### src/rtl/tx_huge_page_rd_req_if.sv
// TRN transmit bus plus the TX ownership handshake.
// master = MRd issuer, slave = core/arbiter side.
interface tx_huge_page_rd_req_if;
  logic        tx_req;
  logic        tx_gnt;
  logic [63:0] trn_td;
  logic [7:0]  trn_trem_n;
  logic        trn_tsof_n;
  logic        trn_teof_n;
  logic        trn_tsrc_rdy_n;
  logic        trn_tdst_rdy_n;

  modport master (
    output tx_req, trn_td, trn_trem_n, trn_tsof_n, trn_teof_n, trn_tsrc_rdy_n,
    input  tx_gnt, trn_tdst_rdy_n
  );

  modport slave (
    input  tx_req, trn_td, trn_trem_n, trn_tsof_n, trn_teof_n, trn_tsrc_rdy_n,
    output tx_gnt, trn_tdst_rdy_n
  );
endinterface

### src/rtl/tx_huge_page_rd_req.sv
// Splits each unlocked huge page into 64-bit MRd TLPs, tracks outstanding reads, frees pages in 1/2 alternation.
// Optional: define RD_OUTSTANDING_LIMIT_EN to stall issue at MAX_OUTSTANDING outstanding reads.
module tx_huge_page_rd_req #(
  parameter int MAX_RD_QW       = 64,
  parameter int MAX_OUTSTANDING = 8
) (
  input  logic                         trn_clk,
  input  logic                         reset_n,
  input  logic [15:0]                  cfg_completer_id,
  input  logic [63:0]                  huge_page_addr_1,
  input  logic [63:0]                  huge_page_addr_2,
  input  logic [31:0]                  huge_page_qwords_1,
  input  logic [31:0]                  huge_page_qwords_2,
  input  logic                         huge_page_status_1,
  input  logic                         huge_page_status_2,
  output logic                         huge_page_free_1,
  output logic                         huge_page_free_2,
  input  logic                         rd_cpl_done,
  tx_huge_page_rd_req_if.master        trn
);

  typedef enum logic [2:0] {SEL, ARB, HDR0, HDR1, DRAIN, FREE} state_t;

  state_t      state_q, state_d;
  logic        page2_q, page2_d;
  logic [63:0] addr_q, addr_d;
  logic [31:0] rem_q, rem_d;
  logic [4:0]  tag_q, tag_d;
  logic [5:0]  outstanding_q, outstanding_d;

  logic        sel_status;
  logic [63:0] sel_addr;
  logic [31:0] sel_qwords;
  logic [31:0] len_qw;
  logic [9:0]  len_dw;
  logic        eof_acc;
  logic        cpl_dec;
  logic        credit_ok;

`ifdef RD_OUTSTANDING_LIMIT_EN
  localparam logic [5:0] CREDIT_MAX = 6'(MAX_OUTSTANDING);
`else
  // No credit check; the all-ones ceiling only keeps the 6-bit count from wrapping.
  localparam logic [5:0] CREDIT_MAX = 6'h3F | 6'(MAX_OUTSTANDING);
`endif

  assign sel_status = page2_q ? huge_page_status_2 : huge_page_status_1;
  assign sel_addr   = page2_q ? huge_page_addr_2   : huge_page_addr_1;
  assign sel_qwords = page2_q ? huge_page_qwords_2 : huge_page_qwords_1;
  assign len_qw     = (rem_q > 32'(MAX_RD_QW)) ? 32'(MAX_RD_QW) : rem_q;
  // A 512-qword read is 1024 DW, which the 10-bit length field encodes as 0.
  assign len_dw     = {len_qw[8:0], 1'b0};
  assign eof_acc    = (state_q == HDR1) && !trn.trn_tdst_rdy_n;
  assign cpl_dec    = rd_cpl_done && (outstanding_q != 6'd0);
  assign credit_ok  = outstanding_q < CREDIT_MAX;

  always_ff @(posedge trn_clk or negedge reset_n) begin
    if (!reset_n) begin
      state_q       <= SEL;
      page2_q       <= 1'b0;
      addr_q        <= '0;
      rem_q         <= '0;
      tag_q         <= '0;
      outstanding_q <= '0;
    end else begin
      state_q       <= state_d;
      page2_q       <= page2_d;
      addr_q        <= addr_d;
      rem_q         <= rem_d;
      tag_q         <= tag_d;
      outstanding_q <= outstanding_d;
    end
  end

  always_comb begin
    state_d       = state_q;
    page2_d       = page2_q;
    addr_d        = addr_q;
    rem_d         = rem_q;
    tag_d         = tag_q;
    outstanding_d = outstanding_q + {5'd0, eof_acc} - {5'd0, cpl_dec};
    case (state_q)
      SEL: begin
        if (sel_status) begin
          addr_d  = sel_addr;
          rem_d   = sel_qwords;
          state_d = (sel_qwords == 32'd0) ? DRAIN : ARB;
        end
      end
      ARB: begin
        if (trn.tx_gnt && credit_ok) state_d = HDR0;
      end
      HDR0: begin
        if (!trn.trn_tdst_rdy_n) state_d = HDR1;
      end
      HDR1: begin
        if (!trn.trn_tdst_rdy_n) begin
          addr_d  = addr_q + {29'd0, len_qw, 3'b000};
          rem_d   = rem_q - len_qw;
          tag_d   = tag_q + 5'd1;
          state_d = (rem_q == len_qw) ? DRAIN : ARB;
        end
      end
      DRAIN: begin
        if (outstanding_q == 6'd0) state_d = FREE;
      end
      FREE: begin
        page2_d = !page2_q;
        state_d = SEL;
      end
      default: state_d = SEL;
    endcase
  end

  always_comb begin
    trn.tx_req         = 1'b0;
    trn.trn_td         = '0;
    trn.trn_trem_n     = 8'h00;
    trn.trn_tsof_n     = 1'b1;
    trn.trn_teof_n     = 1'b1;
    trn.trn_tsrc_rdy_n = 1'b1;
    huge_page_free_1   = 1'b0;
    huge_page_free_2   = 1'b0;
    case (state_q)
      ARB: trn.tx_req = 1'b1;
      HDR0: begin
        trn.tx_req         = 1'b1;
        trn.trn_tsof_n     = 1'b0;
        trn.trn_tsrc_rdy_n = 1'b0;
        trn.trn_td         = {1'b0, 7'b01_00000, 14'd0, len_dw,
                              cfg_completer_id, 3'b000, tag_q, 4'hF, 4'hF};
      end
      HDR1: begin
        trn.tx_req         = 1'b1;
        trn.trn_teof_n     = 1'b0;
        trn.trn_tsrc_rdy_n = 1'b0;
        trn.trn_td         = addr_q & {{62{1'b1}}, 2'b00};
      end
      FREE: begin
        huge_page_free_1 = !page2_q;
        huge_page_free_2 = page2_q;
      end
      default: ;
    endcase
  end

endmodule

### src/flat_wrapper.sv
// flat-port wrapper written by rule: the top's interface ports become plain ports
module tx_huge_page_rd_req_flat 
#(
  parameter int MAX_RD_QW       = 64,
  parameter int MAX_OUTSTANDING = 8
)
  (trn_clk, reset_n, cfg_completer_id, huge_page_addr_1, huge_page_addr_2, huge_page_qwords_1, huge_page_qwords_2, huge_page_status_1, huge_page_status_2, huge_page_free_1, huge_page_free_2, rd_cpl_done, trn_tx_req, trn_trn_td, trn_trn_trem_n, trn_trn_tsof_n, trn_trn_teof_n, trn_trn_tsrc_rdy_n, trn_tx_gnt, trn_trn_tdst_rdy_n);
  tx_huge_page_rd_req_if trn_i ();
  input  logic trn_clk;
  input  logic reset_n;
  input  logic [15:0] cfg_completer_id;
  input  logic [63:0] huge_page_addr_1;
  input  logic [63:0] huge_page_addr_2;
  input  logic [31:0] huge_page_qwords_1;
  input  logic [31:0] huge_page_qwords_2;
  input  logic huge_page_status_1;
  input  logic huge_page_status_2;
  output logic huge_page_free_1;
  output logic huge_page_free_2;
  input  logic rd_cpl_done;
  output wire logic [$bits(trn_i.tx_req)-1:0] trn_tx_req;
  output wire logic [$bits(trn_i.trn_td)-1:0] trn_trn_td;
  output wire logic [$bits(trn_i.trn_trem_n)-1:0] trn_trn_trem_n;
  output wire logic [$bits(trn_i.trn_tsof_n)-1:0] trn_trn_tsof_n;
  output wire logic [$bits(trn_i.trn_teof_n)-1:0] trn_trn_teof_n;
  output wire logic [$bits(trn_i.trn_tsrc_rdy_n)-1:0] trn_trn_tsrc_rdy_n;
  input wire logic [$bits(trn_i.tx_gnt)-1:0] trn_tx_gnt;
  input wire logic [$bits(trn_i.trn_tdst_rdy_n)-1:0] trn_trn_tdst_rdy_n;
  assign trn_tx_req = trn_i.tx_req;
  assign trn_trn_td = trn_i.trn_td;
  assign trn_trn_trem_n = trn_i.trn_trem_n;
  assign trn_trn_tsof_n = trn_i.trn_tsof_n;
  assign trn_trn_teof_n = trn_i.trn_teof_n;
  assign trn_trn_tsrc_rdy_n = trn_i.trn_tsrc_rdy_n;
  assign trn_i.tx_gnt = trn_tx_gnt;
  assign trn_i.trn_tdst_rdy_n = trn_trn_tdst_rdy_n;
  tx_huge_page_rd_req #(.MAX_RD_QW(MAX_RD_QW), .MAX_OUTSTANDING(MAX_OUTSTANDING)) u_core (.trn_clk(trn_clk), .reset_n(reset_n), .cfg_completer_id(cfg_completer_id), .huge_page_addr_1(huge_page_addr_1), .huge_page_addr_2(huge_page_addr_2), .huge_page_qwords_1(huge_page_qwords_1), .huge_page_qwords_2(huge_page_qwords_2), .huge_page_status_1(huge_page_status_1), .huge_page_status_2(huge_page_status_2), .huge_page_free_1(huge_page_free_1), .huge_page_free_2(huge_page_free_2), .rd_cpl_done(rd_cpl_done), .trn(trn_i));
endmodule
### config.mk
export PLATFORM = sky130hd
export DESIGN_NAME = tx_huge_page_rd_req_flat
export DESIGN_NICKNAME = d
export VERILOG_FILES = /design/src/rtl/tx_huge_page_rd_req_if.sv /design/src/rtl/tx_huge_page_rd_req.sv /design/src/flat_wrapper.sv
export SDC_FILE = /design/constraint.sdc
export NUM_CORES = 1
export LEC_CHECK = 0
export CELL_PAD_IN_SITES_DETAIL_PLACEMENT = 0
export CELL_PAD_IN_SITES_GLOBAL_PLACEMENT = 2
export CORE_MARGIN = 2
export CORE_UTILIZATION = 27
export DETAILED_ROUTE_END_ITERATION = 12
export PLACE_DENSITY_LB_ADDON = 0.05
export SLEW_MARGIN = 20
export SYNTH_ARGS = -nofsm -noshare
export SYNTH_HDL_FRONTEND = slang
export SYNTH_SLANG_ARGS = --single-unit
### constraint.sdc
create_clock -name trn_clk -period 5.8 [get_ports trn_clk]
set_input_delay 1.16 -clock trn_clk [delete_from_list [all_inputs] [get_ports trn_clk]]
set_output_delay 1.16 -clock trn_clk [all_outputs]
set_load 0.01 [all_outputs]
---- After elaboration in Yosys (flattened, before gate mapping) ----
Cells that the tools add are included.
storage, ports and cells
  output and inout bits ................... 78
  word-level logic and storage cells ...... 65
  bits of input ports ..................... 215
  flip-flop bits (word level) ............. 111
operators by class
  eq/ne operators ......................... 11
  bitwise logic cells ..................... 1
  add/sub/neg operators ................... 5
  magnitude comparators ................... 2
  mux-type cells .......................... 25
  reductions and logical operators ........ 15
operator list
  operator                                                                number
  64-bit one-hot mux with 2 select lines                                  2
  64-bit two-way mux                                                      3
  32-bit two-way mux                                                      4
  64-bit by 35-bit adder with 64-bit output                               1
  32-bit one-hot mux with 2 select lines                                  1
  32-bit == test                                                          1
  32-bit by 7-bit > comparator with 1-bit output (second input constant)  1
  32-bit logical NOT                                                      1
  32-bit subtractor                                                       1
  3-bit two-way mux                                                       7
  3-bit one-hot mux with 5 select lines                                   1
  1-bit two-way mux                                                       7
  6-bit by 1-bit adder with 6-bit output                                  1
  3-bit by 2-bit == test with 1-bit output (second input constant)        2
  3-bit == test (second input constant)                                   2
  6-bit logical NOT                                                       1
  6-bit < comparator (second input constant)                              1
  2-bit by 1-bit != test with 1-bit output (second input constant)        3
  6-bit nonzero test                                                      1
  6-bit by 1-bit subtractor with 6-bit output                             1
  5-bit by 1-bit adder with 5-bit output (second input constant)          1
  5-bit AND reduction                                                     1
  2-bit != test (second input constant)                                   2
  3-bit by 1-bit == test with 1-bit output (second input constant)        1
  other kinds (9)                                                         12

---- Logic depth before layout (Yosys ltp) ----
Gate-level depths: netlist of the first run.
  depth after elaboration ................. 6
  mapped depth ............................ 18
  mapped depth without buffers ............ 15

---- Least setup slack after synthesis of the first run ----
No wires, ideal clock.
  path type ............................... register to register
  from .................................... register u_core.rem_q[20]
  to ...................................... register u_core.addr_q[51]
  required time ........................... 5.700 ns
  setup slack ............................. 1.812 ns
  path buffers ............................ 2
  arrival ................................. 3.889 ns
  clock period less this slack ............ 3.988 ns
  setup time .............................. 0.100 ns
  cell stages (with the launch flop) ...... 18
  cell sequence ........................... dfrtp_1 or3_1 buf_2 or3_4 nor4b_4 buf_6 and3_1 ha_1 inv_1 fa_1 nor2b_1 o211ai_1 nand2_1 a22o_1 o2111ai_2 a21oi_1 a311oi_1 a311oi_1
on the way
  longest elaborated chain between the ends .. 5
ends and longest elaborated chain
  what                                            line                       source
  from (decl)                                     tx_huge_page_rd_req.sv:27  logic [31:0] rem_q, rem_d;
  from (signal assigned)                          tx_huge_page_rd_req.sv:69  rem_q <= rem_d;
  32-bit by 7-bit > comparator with 1-bit output  tx_huge_page_rd_req.sv:50  assign len_qw = (rem_q > 32'(MAX_RD_QW)) ? 32'(MAX_RD_QW) : rem_q;
  32-bit two-way mux (*)                          tx_huge_page_rd_req.sv:50
  64-bit by 35-bit adder with 64-bit output (*)   tx_huge_page_rd_req.sv:98  addr_d = addr_q + {29'd0, len_qw, 3'b000};
  64-bit two-way mux (*)                          tx_huge_page_rd_req.sv:97  if (!trn.trn_tdst_rdy_n) begin
  64-bit one-hot mux with 2 select lines (*)      tx_huge_page_rd_req.sv:82  case (state_q)
  to (signal assigned)                            tx_huge_page_rd_req.sv:68  addr_q <= addr_d;
  to (decl)                                       tx_huge_page_rd_req.sv:26  logic [63:0] addr_q, addr_d;
Mark *: on every way between the ends. The rest lies on a longest branch, timed or not. The select of a mux whose other input is x is not followed.
A chain may end at the register's enable or synchronous reset.

---- Final worst setup path of the first run ----
  from .................................... register u_core.rem_q[20]
  to ...................................... register u_core.addr_q[47]
The elaborated chain is that of the path after synthesis.

==> flow_metrics.env, run 1 <==
export IMPL_final_setup_worst_slack_ns=1.01
export IMPL_gp_congestion=0.801
export IMPL_cts_buffer_depth=2
export IMPL_cap_violations=0
export IMPL_timing_final_crit_share_pct=82.6
export IMPL_numCtsBuffers=9
export IMPL_cp_required_ns=6.08
export IMPL_syn_to_final_growth_pct=36.4
export IMPL_end_kind="flop"
export IMPL_fmax_ghz=0.209
export IMPL_p_switching_uw=3050
export IMPL_route_detailed_drc=0
export IMPL_hold_depth=2
export IMPL_clk_root_buffer_cell="clkbuf_16"
export IMPL_critPathMaxFanout=11
export IMPL_clkPwrFrac_pct=12.0
export IMPL_synthesis_area_um2=9980
export IMPL_drtPass1Iterations=5
export IMPL_final_hold_viol_count=0
export IMPL_numPortBuffers=280
export IMPL_power_density_nw_per_um2=463
export IMPL_fp_coreArea_um2=36500
export IMPL_num_rows=70
export IMPL_antenna_found_initial=1
export IMPL_htree_levels=3
export IMPL_drt_iter0_markers=498
export IMPL_muxShareOfSynthArea_pct=11.0
export IMPL_synthAdderAreaFrac_pct=5.92
export IMPL_start_util_pct=27.3
export IMPL_wirelength_mm=39.6
export IMPL_drive_gt1_share_pct=4.97
export IMPL_multiInputGateArea_um2=6840
export IMPL_antenna_cells=0
export IMPL_synthArstFlopShare_pct=100
export IMPL_place_ws_ns=0.981
export IMPL_hold_class="reg2reg"
export IMPL_yosysWarningCount=0
export IMPL_ant_nets=0
export IMPL_power_internal_uw=3250
export IMPL_ff2ff_path_depth=15
export IMPL_rsz0062_at_grt="false"
export IMPL_cts_tree="yes"
export IMPL_finalNetCount=1764
export IMPL_wl_per_cell_um=20.0
export IMPL_fill_cells=3888
export IMPL_leakagePower_uw=0.00530
export IMPL_yosys_area_share_simple_pct=22.6
export IMPL_min_period_ns=4.79
export IMPL_synth_cell_types=76
export IMPL_grt_max_degree=65
export IMPL_relSlewSlack_pct=25.6
export IMPL_grt_usage_pct=20.5
export IMPL_power_frac_seq_pct=24.7
export IMPL_status="finished, final reports clean"
export IMPL_grt_pass1_wl_mm=60.9
export IMPL_setup_viol=0
export IMPL_swShare_pct=48.4
export IMPL_ir_worst_vdd_uv=259
export IMPL_drv_slew=0
export IMPL_synth_edf_count=0
export IMPL_cts_setup_buffers=0
export IMPL_synth_seq_cells=109
export IMPL_vias_per_cell=5.24
export IMPL_ys_seq_area_share_pct=27.3
export IMPL_die_area_um2=38500
export IMPL_path_clk_slew_ns=0.08
export IMPL_clk_latency_ns=0.39
export IMPL_clkSinkCount=109
export IMPL_seq_area_um2=2730
export IMPL_grt_pass1_vias=10300
export IMPL_chipHeight_um=196
export IMPL_critPathLaunchType="flop"
export IMPL_overflow=0
export IMPL_finalInstanceArea_um2=13600
export IMPL_hpwl_mm=29.5
export IMPL_die_w_um=196
export IMPL_crit_arrival_ns=5.07
export IMPL_synth_main_ff_cell="dfrtp_1"
export IMPL_synth_top_family_by_area="compound AO/OA/AOI/OAI gates"
export IMPL_synth_xor_area_share_pct=2.72
export IMPL_combPwrFrac_pct=63.2
export IMPL_clock_skew_ns=0.0193
export IMPL_path_class="reg2reg"
export IMPL_synth_compound_area_share_pct=24.6
export IMPL_total_power_uw=6300
export IMPL_place_area_um2=13300
export IMPL_syn_inst=1254
export IMPL_dr_total_vias=10400
export IMPL_cts_hold_buffers_added=0
export IMPL_ios=293
export IMPL_tns_ns=0
export IMPL_worst_pin_slew_ns=1.09
export IMPL_cts_resized=0
export IMPL_avgSynthCellArea_um2=7.96
-- flip-flops by register name (all words and copies together), names as in the netlist --
register,flops
u_core.outstanding_q,6
u_core.tag_q,5
u_core.rem_q,32
u_core.page2_q,1
u_core.addr_q,62
u_core.state_q,3
-- routing by layer --
layer	share of wire [%]	vias up	track usage, %
met1	46	5010	26.8
li1	-	5120	-
met4	1.3	2	4.10
met2	49	203	35.4
met3	4.0	27	3.58
met5	0.033	-	0
-- cell type report --
class	instances	share of cell area (%)
clock buffers	12	1.96
clock inverters	4	0.570
inverters	33	0.919
multi-input cells	1047	50.2
flip-flops and latches	109	20.1
well taps	468	4.30
repair buffers	303	21.9
-- layout by cell type, fill, tap and decap left out, types with 30 or more instances in the layout --
master             n
mux2i_1          101
inv_1             30
dfrtp_1          107
and3_1            46
nor2_1           126
nand2_1           93
o21ai_0           99
conb_1            34
a211oi_1          32
ha_1              44
clkdlybuf4s50_1  279
nand3_1           38
a21oi_1           99
nor3_1            32
-- synthesized netlist by cell type, types with 6 or more instances --
cell / count / area [µm²]
and3_1: 46 / 288
buf_2: 14 / 70.1
nor2_1: 128 / 480
xor2_1: 7 / 61.3
nand2_1: 94 / 353
nand3_1: 38 / 190
and4_1: 16 / 140
a21oi_1: 99 / 495
o21ai_0: 99 / 495
ha_1: 44 / 551
nand4_1: 24 / 150
or3_1: 11 / 68.8
a21o_1: 15 / 113
xnor2_1: 24 / 210
clkbuf_1: 52 / 195
nor3_1: 32 / 160
a311oi_1: 18 / 158
o31ai_1: 11 / 82.6
a211oi_1: 32 / 240
dfrtp_1: 109 / 2730
mux2_2: 8 / 90.1
o21a_1: 14 / 105
buf_4: 14 / 105
a22o_1: 6 / 52.6
nor2b_1: 14 / 87.6
mux2i_1: 101 / 1010
nor4_1: 8 / 50.1
a31oi_1: 15 / 93.8
and2_1: 15 / 93.8
o211ai_1: 10 / 75.1
inv_1: 30 / 113
buf_1: 15 / 56.3
-- power by group through the flow --
stage | Combinational, µW | Clock (µW) | Sequential [µW]
2_1_floorplan | 2610 | 0 | 1410
3_3_place_gp | 3940 | 0 | 1570
3_5_place_dp | 3960 | 0 | 1580
4_1_cts | 3980 | 784 | 1560
5_1_grt | 4450 | 805 | 1630
6_report | 3990 | 758 | 1560
-- final timing paths --
| path | startpoint | to | slack [ns] |
|---|---|---|---|
| setup / recovery | u_core.rem_q[20]$_DFFE_PN0P_ | u_core.addr_q[47]$_DFFE_PN0P_ | 1.01 |
| hold / removal | u_core.rem_q[25]$_DFFE_PN0P_ | u_core.rem_q[25]$_DFFE_PN0P_ | 0.48 |
| setup reg to reg | u_core.rem_q[20]$_DFFE_PN0P_ | u_core.addr_q[47]$_DFFE_PN0P_ | 1.01 |
| hold reg to reg | u_core.rem_q[25]$_DFFE_PN0P_ | u_core.rem_q[25]$_DFFE_PN0P_ | 0.48 |
| max in group asynchronous | reset_n | u_core.addr_q[31]$_DFFE_PN0P_ | 3.91 |
| min in group asynchronous | reset_n | u_core.addr_q[12]$_DFFE_PN0P_ | 0.82 |
-- cell families (layout without fill, tap and decap cells) --
group / Yosys count / count (layout)
buf+inv: 130 / 352
mux: 109 / 109
fa+ha+maj: 46 / 46
compound gates: 379 / 379
simple gates: 448 / 448
flops: 109 / 109
other cells: 2 / 34
xor+xnor: 31 / 31
-- critical path, cell delays in order, from the launching register on --
cell and delay (ns):
dfrtp_1 0.41, or3_1 0.47, or3_4 0.44, nor4b_4 0.24, buf_4 0.22, and2_1 0.23
nand2_1 0.16, fa_1 0.46, nor2b_1 0.16, o211ai_1 0.13, nand2_1 0.22, a22o_1 0.30
o2111ai_2 0.25, a21oi_1 0.61, nor3_1 0.09, a311oi_1 0.28
-- stage by stage --
stage          hold WS [ns]  cells  utilization (%)
2_1_floorplan         0.442   1286                -
3_3_place_gp          0.468   1960             36.3
3_5_place_dp          0.473   1960             36.3
4_1_cts               0.493   1976             37.3
5_1_grt               0.518   1976             37.3
6_report              0.482   1976             37.3
Power figures use the tool's default switching activity.
==> inputs of run 2 (changes only) <==
Settings changed: CORE_UTILIZATION 27 to 25.
Clock period 5.8 ns to 4 ns, I/O delays scaled along.
==> flow_metrics.env, run 2 (synthesized netlist as in run 1, its figures left out) <==
export IMPL_crit_chain="or3_4 -> or3_4 -> nor4b_4 -> buf_4 -> and2_1 -> nand2_1 -> inv_1 -> ha_1 -> a211oi_2 -> o21ai_2 -> nand3_2 -> a31oi_4 -> o31ai_4 -> a211oi_2 -> buf_6 -> buf_12 -> a311oi_2 -> a311oi_1"
export IMPL_violations="setup timing"
export IMPL_rsz0062_at_grt="true"
export IMPL_syn_to_final_growth_pct=48.3
export IMPL_dr_total_vias=10800
export IMPL_cts_hold_buffers_added=0
export IMPL_cts_buffer_depth=2
export IMPL_status="finished, violations left"
export IMPL_end_kind="flop"
export IMPL_num_rows=73
export IMPL_final_hold_viol_count=0
export IMPL_max_stage_delay_ns=0.41
export IMPL_numCtsBuffers=9
export IMPL_timing_final_crit_share_pct=101
export IMPL_crit_arrival_ns=4.29
export IMPL_holdWs_ns=0.467
export IMPL_drt_iter0_markers=522
export IMPL_largestRegisters="u_core.addr_q x62, u_core.rem_q x32, u_core.outstanding_q x6"
export IMPL_largest_reg_flops=62
export IMPL_ff2ff_path_depth=18
export IMPL_grt_max_degree=62
export IMPL_vias_per_cell=5.07
export IMPL_final_setup_worst_slack_ns=-0.0540
export IMPL_fmax_ghz=0.247
export IMPL_critPathMaxFanout=5
export IMPL_worst_pin_slew_ns=0.856
export IMPL_grt_usage_pct=20.0
export IMPL_rr_endpoint="u_core.addr_q[44]$_DFFE_PN0P_"
export IMPL_drive_gt1_share_pct=14.4
export IMPL_cts_tree="yes"
export IMPL_grtUsageMet1_pct=25.6
export IMPL_clk_latency_ns=0.39
export IMPL_setup_viol=6
export IMPL_finalNetCount=1854
export IMPL_grt_util_met2_pct=35.2
export IMPL_largest_register="u_core.addr_q"
export IMPL_leakagePower_uw=0.00581
export IMPL_fp_coreArea_um2=39500
export IMPL_wirelength_mm=42.0
export IMPL_postLayoutCoreUtil_pct=37.4
export IMPL_busiest_layer="met2"
export IMPL_overflow=0
export IMPL_path_buf_inv=4
export IMPL_die_area_um2=41500
export IMPL_power_density_nw_per_um2=666
export IMPL_reg2reg_from="u_core.rem_q[23]$_DFFE_PN0P_"
export IMPL_clkSinkCount=109
export IMPL_htree_levels=3
export IMPL_cp_required_ns=4.24
export IMPL_ant_nets=0
export IMPL_cap_violations=0
export IMPL_finalInstanceArea_um2=14800
export IMPL_antenna_found_initial=3
export IMPL_layout_common_cells="clkdlybuf4s50_1 (272), nor2_1 (124), dfrtp_1 (107), mux2i_1 (101), buf_4 (98)"
export IMPL_path_class="reg2reg"
export IMPL_hold_class="in2async"
export IMPL_ir_worst_vdd_uv=349
export IMPL_hpwl_mm=31.1
export IMPL_place_area_um2=13900
export IMPL_r2r_setup_slack_ns=-0.05
export IMPL_final_common_cell="clkdlybuf4s50_1"
export IMPL_relSlewSlack_pct=42.6
export IMPL_grt_pass1_wl_mm=63.7
export IMPL_path_clk_slew_ns=0.08
export IMPL_cp_slowest_cell="or3_4"
export IMPL_grt_pass1_vias=10600
export IMPL_total_power_uw=9850
export IMPL_clock_skew_ns=0.0114
export IMPL_drtPass1Iterations=5
export IMPL_place_ws_ns=-0.253
export IMPL_numPortBuffers=280
export IMPL_wl_per_cell_um=19.8
export IMPL_die_w_um=204
export IMPL_path_delay_family="simple AND/OR/NAND/NOR gates"
export IMPL_start_util_pct=25.2
export IMPL_route_detailed_drc=0
export IMPL_gr_usage_met3_pct=2.97
export IMPL_chipHeight_um=204
export IMPL_drv_slew=0
export IMPL_gp_congestion=0.785
export IMPL_critPathLaunchType="flop"
export IMPL_min_period_ns=4.05
export IMPL_clk_root_buffer_cell="clkbuf_16"
export IMPL_ios=293
[run 2: how the worst max path moves through the flow]
stage	startpoint	end	slack [ns]	cells after the start
after global placement	u_core.rem_q[22]$_DFFE_PN0P_	u_core.addr_q[49]$_DFFE_PN0P_	-0.17	17
final	u_core.rem_q[23]$_DFFE_PN0P_	u_core.addr_q[44]$_DFFE_PN0P_	-0.05	18
after detailed placement	u_core.rem_q[22]$_DFFE_PN0P_	u_core.addr_q[51]$_DFFE_PN0P_	-0.25	17
after floorplan	u_core.rem_q[20]$_DFFE_PN0P_	u_core.addr_q[51]$_DFFE_PN0P_	0.01	17
after global routing	u_core.rem_q[23]$_DFFE_PN0P_	u_core.addr_q[44]$_DFFE_PN0P_	-0.25	18
after CTS	u_core.rem_q[23]$_DFFE_PN0P_	u_core.addr_q[47]$_DFFE_PN0P_	-0.18	18
[run 2: layer usage]
metal,vias to the layer above,share of wire (%),wire (µm)
met5,-,0.067,28
met4,4,1.7,715
met3,36,3.5,1480
met2,194,50,21000
met1,5221,45,18800
li1,5318,-,-
[run 2: layout make-up]
type | instances | area (µm²)
Antenna cell | 1 | 2.50
Inverter | 33 | 125
Clock buffer | 10 | 229
Multi-Input combinational cell | 1047 | 7240
Fill cell | 4173 | 24800
Tap cell | 525 | 657
Sequential cell | 109 | 2730
Timing Repair Buffer | 393 | 3710
Clock inverter | 6 | 93.8
[run 2: timing repair]
action	CTS	global route
pin swaps	35	22
cloned	1	0
setup buffers	18	5
setup endpoints to repair	42	51
gates resized for setup	79	39
[run 2: worst register-to-register path, stage by stage (launching register included)]
cell and delay (ns):
dfrtp_1 0.38, or3_4 0.39, or3_4 0.41, nor4b_4 0.28
buf_4 0.17, and2_1 0.13, nand2_1 0.07, inv_1 0.06
ha_1 0.25, a211oi_2 0.33, o21ai_2 0.13, nand3_2 0.12
a31oi_4 0.11, o31ai_4 0.36, a211oi_2 0.13, buf_6 0.16
buf_12 0.13, a311oi_2 0.25, a311oi_1 0.06
[run 2: where the power goes]
group          leakage [µW]  total, µW  switching (µW)  internal [µW]
Combinational       0.00439       6560            3660           2900
Sequential          0.00126       2220             568           1650
Clock              0.000159       1070             513            560
Total               0.00581       9850            4740           5110
[run 2: metrics by stage]
stage | instances | setup TNS [ns]
after CTS | 2120 | -2.03
final | 2124 | -0.135
after global routing | 2124 | -4.78
after floorplan | 1286 | 0
after global placement | 2085 | -3.09
after detailed placement | 2085 | -5.18
==> inputs of run 3 (changes only) <==
Settings changed: CTS_CLUSTER_SIZE set to 16.
==> results of run 3 <==
No change in the layout: final DEF, timing and power equal those of run 2.
